## src/rtl/spi_slave_adc_responder.sv

```systemverilog
// SPI mode-0 slave that emulates the ADC end of the SPI link; SCK/CSbar/MOSI are oversampled on SYS_CLK.
// Optional feature macro SPI_SLAVE_LEAD_ZERO_EN: send a leading zero, then TX_DATA[MSB:1].
module spi_slave_adc_responder #(
  parameter int DATA_BITS   = 16,
  parameter int SYNC_STAGES = 2
) (
  input  logic                 SYS_CLK,
  input  logic                 RSTbar,
  input  logic                 SCK,
  input  logic                 CSbar,
  input  logic                 MOSI,
  output logic                 MISO,
  output logic                 MISO_OE,
  input  logic [DATA_BITS-1:0] TX_DATA,
  output logic [DATA_BITS-1:0] RX_DATA,
  output logic                 RX_VALID,
  output logic                 FRAME_ERR,
  output logic                 BUSY
);

  localparam int CNT_W = $clog2(DATA_BITS + 1);
  localparam logic [CNT_W-1:0] LAST_BIT = CNT_W'(DATA_BITS - 1);
  localparam logic [CNT_W-1:0] CNT_ONE  = CNT_W'(1);

  typedef enum logic [1:0] {
    ST_IDLE   = 2'd0,
    ST_ACTIVE = 2'd1,
    ST_DONE   = 2'd2
  } state_t;

  logic [SYNC_STAGES-1:0] sck_sync_r;
  logic [SYNC_STAGES-1:0] cs_sync_r;
  logic [SYNC_STAGES-1:0] mosi_sync_r;
  logic                   sck_d_r;
  logic                   cs_d_r;

  logic sck_s, cs_s, mosi_s;
  logic sck_rise_s, sck_fall_s, cs_rise_s, cs_fall_s;

  state_t state_r, next_state_s;

  logic [DATA_BITS-1:0] tx_shift_r, tx_shift_nxt_s;
  logic [DATA_BITS-2:0] rx_shift_r, rx_shift_nxt_s;
  logic [DATA_BITS-1:0] rx_word_s;
  logic [DATA_BITS-1:0] rx_data_r, rx_data_nxt_s;
  logic [CNT_W-1:0]     bit_cnt_r, bit_cnt_nxt_s;
  logic                 miso_r, miso_nxt_s;
  logic                 oe_r, oe_nxt_s;
  logic                 rx_valid_r, rx_valid_nxt_s;
  logic                 frame_err_r, frame_err_nxt_s;
  logic                 busy_r;
  logic                 first_bit_s;
  logic                 next_bit_s;

  // Synchronisers plus one edge-detect stage; reset loads the bus idle levels.
  always_ff @(posedge SYS_CLK or negedge RSTbar) begin
    if (!RSTbar) begin
      sck_sync_r  <= '0;
      cs_sync_r   <= '1;
      mosi_sync_r <= '0;
      sck_d_r     <= 1'b0;
      cs_d_r      <= 1'b1;
    end else begin
      sck_sync_r  <= {sck_sync_r[SYNC_STAGES-2:0], SCK};
      cs_sync_r   <= {cs_sync_r[SYNC_STAGES-2:0], CSbar};
      mosi_sync_r <= {mosi_sync_r[SYNC_STAGES-2:0], MOSI};
      sck_d_r     <= sck_sync_r[SYNC_STAGES-1];
      cs_d_r      <= cs_sync_r[SYNC_STAGES-1];
    end
  end

  assign sck_s      = sck_sync_r[SYNC_STAGES-1];
  assign cs_s       = cs_sync_r[SYNC_STAGES-1];
  assign mosi_s     = mosi_sync_r[SYNC_STAGES-1];
  assign sck_rise_s = sck_s & ~sck_d_r;
  assign sck_fall_s = ~sck_s & sck_d_r;
  assign cs_rise_s  = cs_s & ~cs_d_r;
  assign cs_fall_s  = ~cs_s & cs_d_r;
  assign rx_word_s  = {rx_shift_r, mosi_s};

`ifdef SPI_SLAVE_LEAD_ZERO_EN
  // The leading zero occupies the first bit period, so the MSB goes out on the first fall.
  assign first_bit_s = 1'b0;
  assign next_bit_s  = tx_shift_r[DATA_BITS-1];
`else
  assign first_bit_s = TX_DATA[DATA_BITS-1];
  assign next_bit_s  = tx_shift_r[DATA_BITS-2];
`endif

  // State register.
  always_ff @(posedge SYS_CLK or negedge RSTbar) begin
    if (!RSTbar) begin
      state_r <= ST_IDLE;
    end else begin
      state_r <= next_state_s;
    end
  end

  // Next-state logic; a CSbar rise always outranks any SCK edge seen in the same cycle.
  always_comb begin
    next_state_s = state_r;
    case (state_r)
      ST_IDLE: begin
        if (cs_fall_s) begin
          next_state_s = ST_ACTIVE;
        end else begin
          next_state_s = ST_IDLE;
        end
      end
      ST_ACTIVE: begin
        if (cs_rise_s) begin
          next_state_s = ST_IDLE;
        end else if (sck_rise_s && (bit_cnt_r == LAST_BIT)) begin
          next_state_s = ST_DONE;
        end else begin
          next_state_s = ST_ACTIVE;
        end
      end
      ST_DONE: begin
        if (cs_rise_s) begin
          next_state_s = ST_IDLE;
        end else begin
          next_state_s = ST_DONE;
        end
      end
      default: next_state_s = ST_IDLE;
    endcase
  end

  // Output and datapath next values for each state.
  always_comb begin
    miso_nxt_s      = miso_r;
    oe_nxt_s        = oe_r;
    tx_shift_nxt_s  = tx_shift_r;
    rx_shift_nxt_s  = rx_shift_r;
    bit_cnt_nxt_s   = bit_cnt_r;
    rx_data_nxt_s   = rx_data_r;
    rx_valid_nxt_s  = 1'b0;
    frame_err_nxt_s = 1'b0;
    case (state_r)
      ST_IDLE: begin
        if (cs_fall_s) begin
          tx_shift_nxt_s = TX_DATA;
          miso_nxt_s     = first_bit_s;
          oe_nxt_s       = 1'b1;
          bit_cnt_nxt_s  = '0;
        end else begin
          miso_nxt_s = 1'b0;
          oe_nxt_s   = 1'b0;
        end
      end
      ST_ACTIVE: begin
        if (cs_rise_s) begin
          miso_nxt_s      = 1'b0;
          oe_nxt_s        = 1'b0;
          frame_err_nxt_s = (bit_cnt_r != '0);
        end else if (sck_rise_s) begin
          rx_shift_nxt_s = rx_word_s[DATA_BITS-2:0];
          bit_cnt_nxt_s  = bit_cnt_r + CNT_ONE;
          if (bit_cnt_r == LAST_BIT) begin
            rx_data_nxt_s  = rx_word_s;
            rx_valid_nxt_s = 1'b1;
            miso_nxt_s     = 1'b0;
          end else begin
            rx_data_nxt_s = rx_data_r;
          end
        end else if (sck_fall_s) begin
          tx_shift_nxt_s = tx_shift_r << 1;
          miso_nxt_s     = next_bit_s;
        end else begin
          tx_shift_nxt_s = tx_shift_r;
        end
      end
      ST_DONE: begin
        miso_nxt_s = 1'b0;
        if (cs_rise_s) begin
          oe_nxt_s = 1'b0;
        end else begin
          oe_nxt_s = 1'b1;
        end
      end
      default: begin
        miso_nxt_s = 1'b0;
        oe_nxt_s   = 1'b0;
      end
    endcase
  end

  // Datapath and output registers.
  always_ff @(posedge SYS_CLK or negedge RSTbar) begin
    if (!RSTbar) begin
      miso_r      <= 1'b0;
      oe_r        <= 1'b0;
      tx_shift_r  <= '0;
      rx_shift_r  <= '0;
      bit_cnt_r   <= '0;
      rx_data_r   <= '0;
      rx_valid_r  <= 1'b0;
      frame_err_r <= 1'b0;
      busy_r      <= 1'b0;
    end else begin
      miso_r      <= miso_nxt_s;
      oe_r        <= oe_nxt_s;
      tx_shift_r  <= tx_shift_nxt_s;
      rx_shift_r  <= rx_shift_nxt_s;
      bit_cnt_r   <= bit_cnt_nxt_s;
      rx_data_r   <= rx_data_nxt_s;
      rx_valid_r  <= rx_valid_nxt_s;
      frame_err_r <= frame_err_nxt_s;
      busy_r      <= (next_state_s != ST_IDLE);
    end
  end

  assign MISO      = miso_r;
  assign MISO_OE   = oe_r;
  assign RX_DATA   = rx_data_r;
  assign RX_VALID  = rx_valid_r;
  assign FRAME_ERR = frame_err_r;
  assign BUSY      = busy_r;

endmodule
```

## config.mk

```make
export PLATFORM = sky130hd
export DESIGN_NAME = spi_slave_adc_responder
export DESIGN_NICKNAME = d
export VERILOG_FILES = /design/src/rtl/spi_slave_adc_responder.sv
export SDC_FILE = /design/constraint.sdc
export NUM_CORES = 1
export LEC_CHECK = 0
export ABC_CLOCK_PERIOD_IN_PS = 1900
export CAP_MARGIN = 20
export CORE_ASPECT_RATIO = 0.7
export CORE_MARGIN = 3
export CORE_UTILIZATION = 40
export DETAILED_ROUTE_END_ITERATION = 10
export PLACE_DENSITY_LB_ADDON = 0.15
export SYNTH_ARGS = -nofsm -noshare
export SYNTH_HDL_FRONTEND = slang
export SYNTH_SLANG_ARGS = --single-unit
export TNS_END_PERCENT = 30
```

## constraint.sdc

```tcl
create_clock -name SYS_CLK -period 1.9 [get_ports SYS_CLK]
set_clock_uncertainty 0.2 [all_clocks]
set_input_delay 0.19 -clock SYS_CLK [delete_from_list [all_inputs] [get_ports SYS_CLK]]
set_output_delay 0.19 -clock SYS_CLK [all_outputs]
set_load 0.02 [all_outputs]
```

-- Yosys cells after proc, flatten, opt, wreduce, memory -nomap -nowiden
Index checks and enable logic that the tools add are counted.
- reduce and logical (&&, ||, !) cells: 10
- bitwise gates (word level): 9
- multiplexer cells: 30
- equal/unequal tests: 11
- $add $sub $neg: 1
- operators by type and width (operator ; number):
    $mux W15 ; 4
    $pmux W15 S2 ; 1
    $mux W1 ; 15
    $mux W5 ; 3
    $ne A2 B2 Y1 const B ; 6
    $pmux W5 S2 ; 1
    $ne A4 B4 Y1 const B ; 2
    $reduce_and A4 Y1 ; 2
    $mux W2 ; 3
    $pmux W2 S3 ; 1
    $add A5 B1 Y5 const B ; 1
    $eq A5 B4 Y1 const B ; 1
    $not A1 Y1 ; 5
    $reduce_and A5 Y1 ; 1
    $reduce_bool A5 Y1 ; 1
    $and A1 B1 Y1 ; 4
    $reduce_bool A2 Y1 ; 2
    $pmux W1 S3 ; 1
    $reduce_and A3 Y1 ; 1
    $eq A2 B1 Y1 const B ; 1
    $eq A2 B2 Y1 const B ; 1
    $logic_not A2 Y1 ; 1
    $pmux W1 S2 ; 1
    $reduce_and A2 Y1 ; 1
    $logic_and A1 B1 Y1 ; 1
- output and inout bits: 21
- logic and storage cells: 76
- register bits after elaboration: 66
- input bits: 21

-- Longest topological paths before layout
- word-level depth: 7
- mapped depth: 8
- gate-level depth less buffers: 6

-- Worst setup path before layout
Ideal clock, no wire load.
- kind: register to register
- start: reg cs_d_r
- end: reg rx_data_r[10], in the netlist RX_DATA[10]
- library setup time: 0.125 ns
- path buffers: 3
- stages on the path, launching flop included: 8
- period minus slack after synthesis: 1.943 ns
- required time: 1.575 ns
- arrival: 1.618 ns
- slack: -0.043 ns
- cells stage by stage: dfstp_2 -> nand2b_1 -> clkbuf_2 -> and3_4 -> buf_8 -> nand2_8 -> buf_6 -> mux2_4
- cells in the longest elaborated chain, start to end: 4
- ends and longest elaborated chain (what ; RTL line ; text):
    start: declaration ; 35 ; logic cs_d_r;
    start signal: assignment ; 68 ; cs_d_r <= cs_sync_r[SYNC_STAGES-1];
    $not A1 Y1 ; 77 ; assign cs_rise_s = cs_s & ~cs_d_r;
    $and A1 B1 Y1 ; 77 ;
    $not A1 Y1 (no line) ; n/a ;
    $reduce_and A4 Y1 (no line) ; n/a ;
    end signal: assignment ; 207 ; rx_data_r <= rx_data_nxt_s;
    end: declaration ; 45 ; logic [DATA_BITS-1:0] rx_data_r, rx_data_nxt_s;
No other way between the ends.
A chain may end at the register's enable or synchronous reset.

-- Worst setup path in the final report
- start: reg bit_cnt_r[0]
- end: reg miso_r, in the netlist MISO
- cells in the longest elaborated chain, start to end: 3
- ends and longest elaborated chain (what ; RTL line ; text):
    start: declaration ; 46 ; logic [CNT_W-1:0] bit_cnt_r, bit_cnt_nxt_s;
    start signal: assignment ; 206 ; bit_cnt_r <= bit_cnt_nxt_s;
    $eq A5 B4 Y1 ; 160 ; if (bit_cnt_r == LAST_BIT) begin
    $ne A4 B4 Y1 (no line) ; n/a ;
    $reduce_and A2 Y1 (no line) ; n/a ;
    end signal: assignment ; 202 ; miso_r <= miso_nxt_s;
    end: declaration ; 47 ; logic miso_r, miso_nxt_s;
No other way between the ends.

==> results.sh <==
export IMPL_status="completed"
export IMPL_place_hpwl_um=3394
export IMPL_hp_class="input pin to flip-flop"
export IMPL_netlist_area_um2=2764
export IMPL_grt_max_degree=31
export IMPL_intPower_mw=2.958
export IMPL_whs_ps=65.22
export IMPL_synth_ff_type="dfrtp_1"
export IMPL_hold_start="CSbar"
export IMPL_routedWlPerCell_um=13.15
export IMPL_synth_area_leaders="dfrtp_1, nand2_1, mux2i_1"
export IMPL_worst_hold_path_endpoint="cs_sync_r[0]$_DFF_PN1_"
export IMPL_final_cells=392
export IMPL_yosysMostFrequentCell="nand2_1"
export IMPL_numCtsBuffers=9
export IMPL_clk_latency_ps=340
export IMPL_wirelength_um=5156
export IMPL_ys_seq_elements=66
export IMPL_max_vdd_ir_drop_mv=0.5211
export IMPL_antenna_found_initial=0
export IMPL_p_leak_nw=1.812
export IMPL_period_share_pct=95.77
export IMPL_postCtsSetupRepairBufs=0
export IMPL_synth_edf_count=0
export IMPL_seq_area_frac_synth_pct=59.89
export IMPL_row_count=24
export IMPL_path_class="flip-flop to flip-flop"
export IMPL_utilization_pct=56.94
export IMPL_fin_nets=322
export IMPL_grt_total_usage_pct=14.47
export IMPL_drive_gt1_share_pct=19.93
export IMPL_drtPass1Iterations=5
export IMPL_drv_slew=0
export IMPL_rr_endpoint="MISO$_DFFE_PN0P_"
export IMPL_htree_levels=3
export IMPL_worstSetupEndpointType="flip-flop"
export IMPL_clock_sinks=66
export IMPL_cts_tree="yes"
export IMPL_start_util_pct=42.81
export IMPL_synth_top_area_share_pct=57.04
export IMPL_syn_nets=263
export IMPL_crit_required_ps=1950
export IMPL_fmax_mhz=549.6
export IMPL_rr_startpoint="bit_cnt_r[0]$_DFFE_PN0P_"
export IMPL_worst_ep_arrival_time_ps=1860
export IMPL_diodes=0
export IMPL_switching_share_pct=24.58
export IMPL_crit_family="adder cells"
export IMPL_port_buffers=41
export IMPL_grt_pass1_wl_um=8797
export IMPL_synthDistinctLibCells=37
export IMPL_tightest_slew_ps=458.7
export IMPL_syn2layout_area_growth_pct=33.00
export IMPL_cts_clk_slew_worst_paths_ps=80
export IMPL_syn_inst=237
export IMPL_cts_root_buf="clkbuf_8"
export IMPL_slowest_stage="dfrtp_1"
export IMPL_max_stage_delay_ps=380
export IMPL_drcViolationCount=0
export IMPL_synth_top_area_cell="dfrtp_1"
export IMPL_detail_route_vias_per_cell=4.737
export IMPL_io_pins=42
export IMPL_pwr_share_clk_pct=40.6
export IMPL_setup_violations_final=0
export IMPL_path_max_fanout=5
export IMPL_p_comb_share_pct=14.8
export IMPL_syn_avg_cell_area_um2=11.66
export IMPL_num_vias=1857
export IMPL_fin_crit_ps=1820
export IMPL_dp_cells=373
export IMPL_hold_depth=1
export IMPL_worstRegToRegCells=6
export IMPL_seq_power_share_pct=44.7
export IMPL_ys_warnings_count=0
export IMPL_power_density_nw_per_um2=1067
export IMPL_ys_async_sr_fraction_pct=100.0
export IMPL_die_w_um=105.4
export IMPL_drtIter0Drc=67
export IMPL_ant_nets=0
export IMPL_worst_path_buf_inv=0
export IMPL_net_switching_power_mw=0.9640
export IMPL_clockBufferDepth=2
export IMPL_die_area_um2=7959
export IMPL_fp_coreArea_um2=6456
export IMPL_die_y_um=75.55
export IMPL_worst_setup_path_start_kind="flip-flop"
export IMPL_r2r_slack_ps=80
export IMPL_synth_top_cells_by_count="nand2_1, dfrtp_1, o21ai_0"
export IMPL_startpoint="bit_cnt_r[0]$_DFFE_PN0P_"
export IMPL_rsz0062_at_grt="false"
export IMPL_grt_overflow=0
export IMPL_crit_chain="ha_1 > and3_1 > ha_4 > nor2b_1 > o21ai_0 > a311oi_1"
export IMPL_max_cap_violations=0
export IMPL_report_final_hold_viol_count=0
export IMPL_slew_headroom_pct=69.42
export IMPL_routabilityCongestion=0.8155
export IMPL_grt_pass1_vias=1805
-- metal layers --
metal  part of all wire [%]  vias to the layer above  track usage (%)
met1                     50                      885            20.21
met4                    1.5                        0            6.114
met5                      0                        -                0
met3                    5.3                       11            4.911
li1                       -                      918                -
met2                     43                       43            20.83
-- cell families after synthesis --
group	synth area share, %
AO/OA/AOI/OAI	6.927
XOR/XNOR	0.3169
adder cells (fa/ha/maj)	2.263
buffers and inverters	3.938
flip-flops	59.89
multiplexers	13.08
AND/OR/NAND/NOR	13.58
-- power groups by stage --
| stage | Combinational (mW) | Sequential (mW) | Clock (mW) |
|---|---|---|---|
| 3_5_place_dp | 0.581 | 1.78 | 0 |
| 6_report | 0.579 | 1.75 | 1.59 |
| 2_1_floorplan | 0.344 | 1.77 | 0 |
| 5_1_grt | 0.648 | 1.79 | 1.69 |
| 4_1_cts | 0.589 | 1.76 | 1.63 |
| 3_3_place_gp | 0.567 | 1.78 | 0 |
-- worst max path at each step --
stage,endpoint,cells after the start
floorplan,RX_DATA[10]$_DFFE_PN0P_,7
global placement,RX_DATA[2]$_DFFE_PN0P_,5
detailed placement,RX_DATA[1]$_DFFE_PN0P_,5
CTS,RX_DATA[14]$_DFFE_PN0P_,4
global route,MISO$_DFFE_PN0P_,6
finish,MISO$_DFFE_PN0P_,6
-- through the flow --
| step | cell area, um^2 | power [mW] | setup slack, ps | setup TNS, ps |
|---|---|---|---|---|
| floorplan | 2776 | 2.111 | -25.27 | -202.1 |
| global placement | 3358 | 2.345 | 27.04 | 0 |
| detailed placement | 3358 | 2.361 | -6.664 | -11.91 |
| CTS | 3664 | 3.975 | 31.94 | 0 |
| global route | 3676 | 4.123 | 0.5966 | 0 |
| finish | 3676 | 3.922 | 80.34 | 0 |
-- layout by cell type, fill, tap and decap left out, types with 2 or more instances in the layout --
cell,instances
a21oi_1,2
mux2_2,9
mux2_4,8
buf_12,3
a22o_1,2
mux2i_1,14
clkdlybuf4s50_1,40
o21ai_0,18
dfrtp_1,63
clkbuf_8,10
nand3_1,2
nor2_1,4
nor3b_1,2
inv_1,7
dfstp_2,3
and3_1,2
buf_4,13
ha_1,4
a311oi_1,2
clkinv_4,2
nand2_1,66
bufinv_16,4
-- flip-flops by register name, indices dropped and copies added (netlist names), 2 cells and up --
name and flops:
RX_DATA 16, rx_shift_r 15, tx_shift_r 15, bit_cnt_r 5
cs_sync_r 2, mosi_sync_r 2, sck_sync_r 2, state_r 2
-- what timing repair did --
action / 4_1_cts / 5_1_grt
hold endpoints to repair: 64 / 0
gates resized for setup: 1 / 2
hold buffers: 1 / 0
pin swaps: 2 / 0
cloned: 2 / 0
endpoints found under the setup margin: 8 / 13
-- layout make-up --
| type | count | area (um^2) |
|---|---|---|
| Tap cell | 91 | 113.9 |
| Clock buffer | 10 | 137.6 |
| Fill cell | 552 | 2780 |
| Multi-Input combinational cell | 154 | 1032 |
| Timing Repair Buffer | 58 | 573.1 |
| Inverter | 7 | 26.28 |
| Clock inverter | 6 | 137.6 |
| Sequential cell | 66 | 1655 |
(Power assumes the default switching activity.)
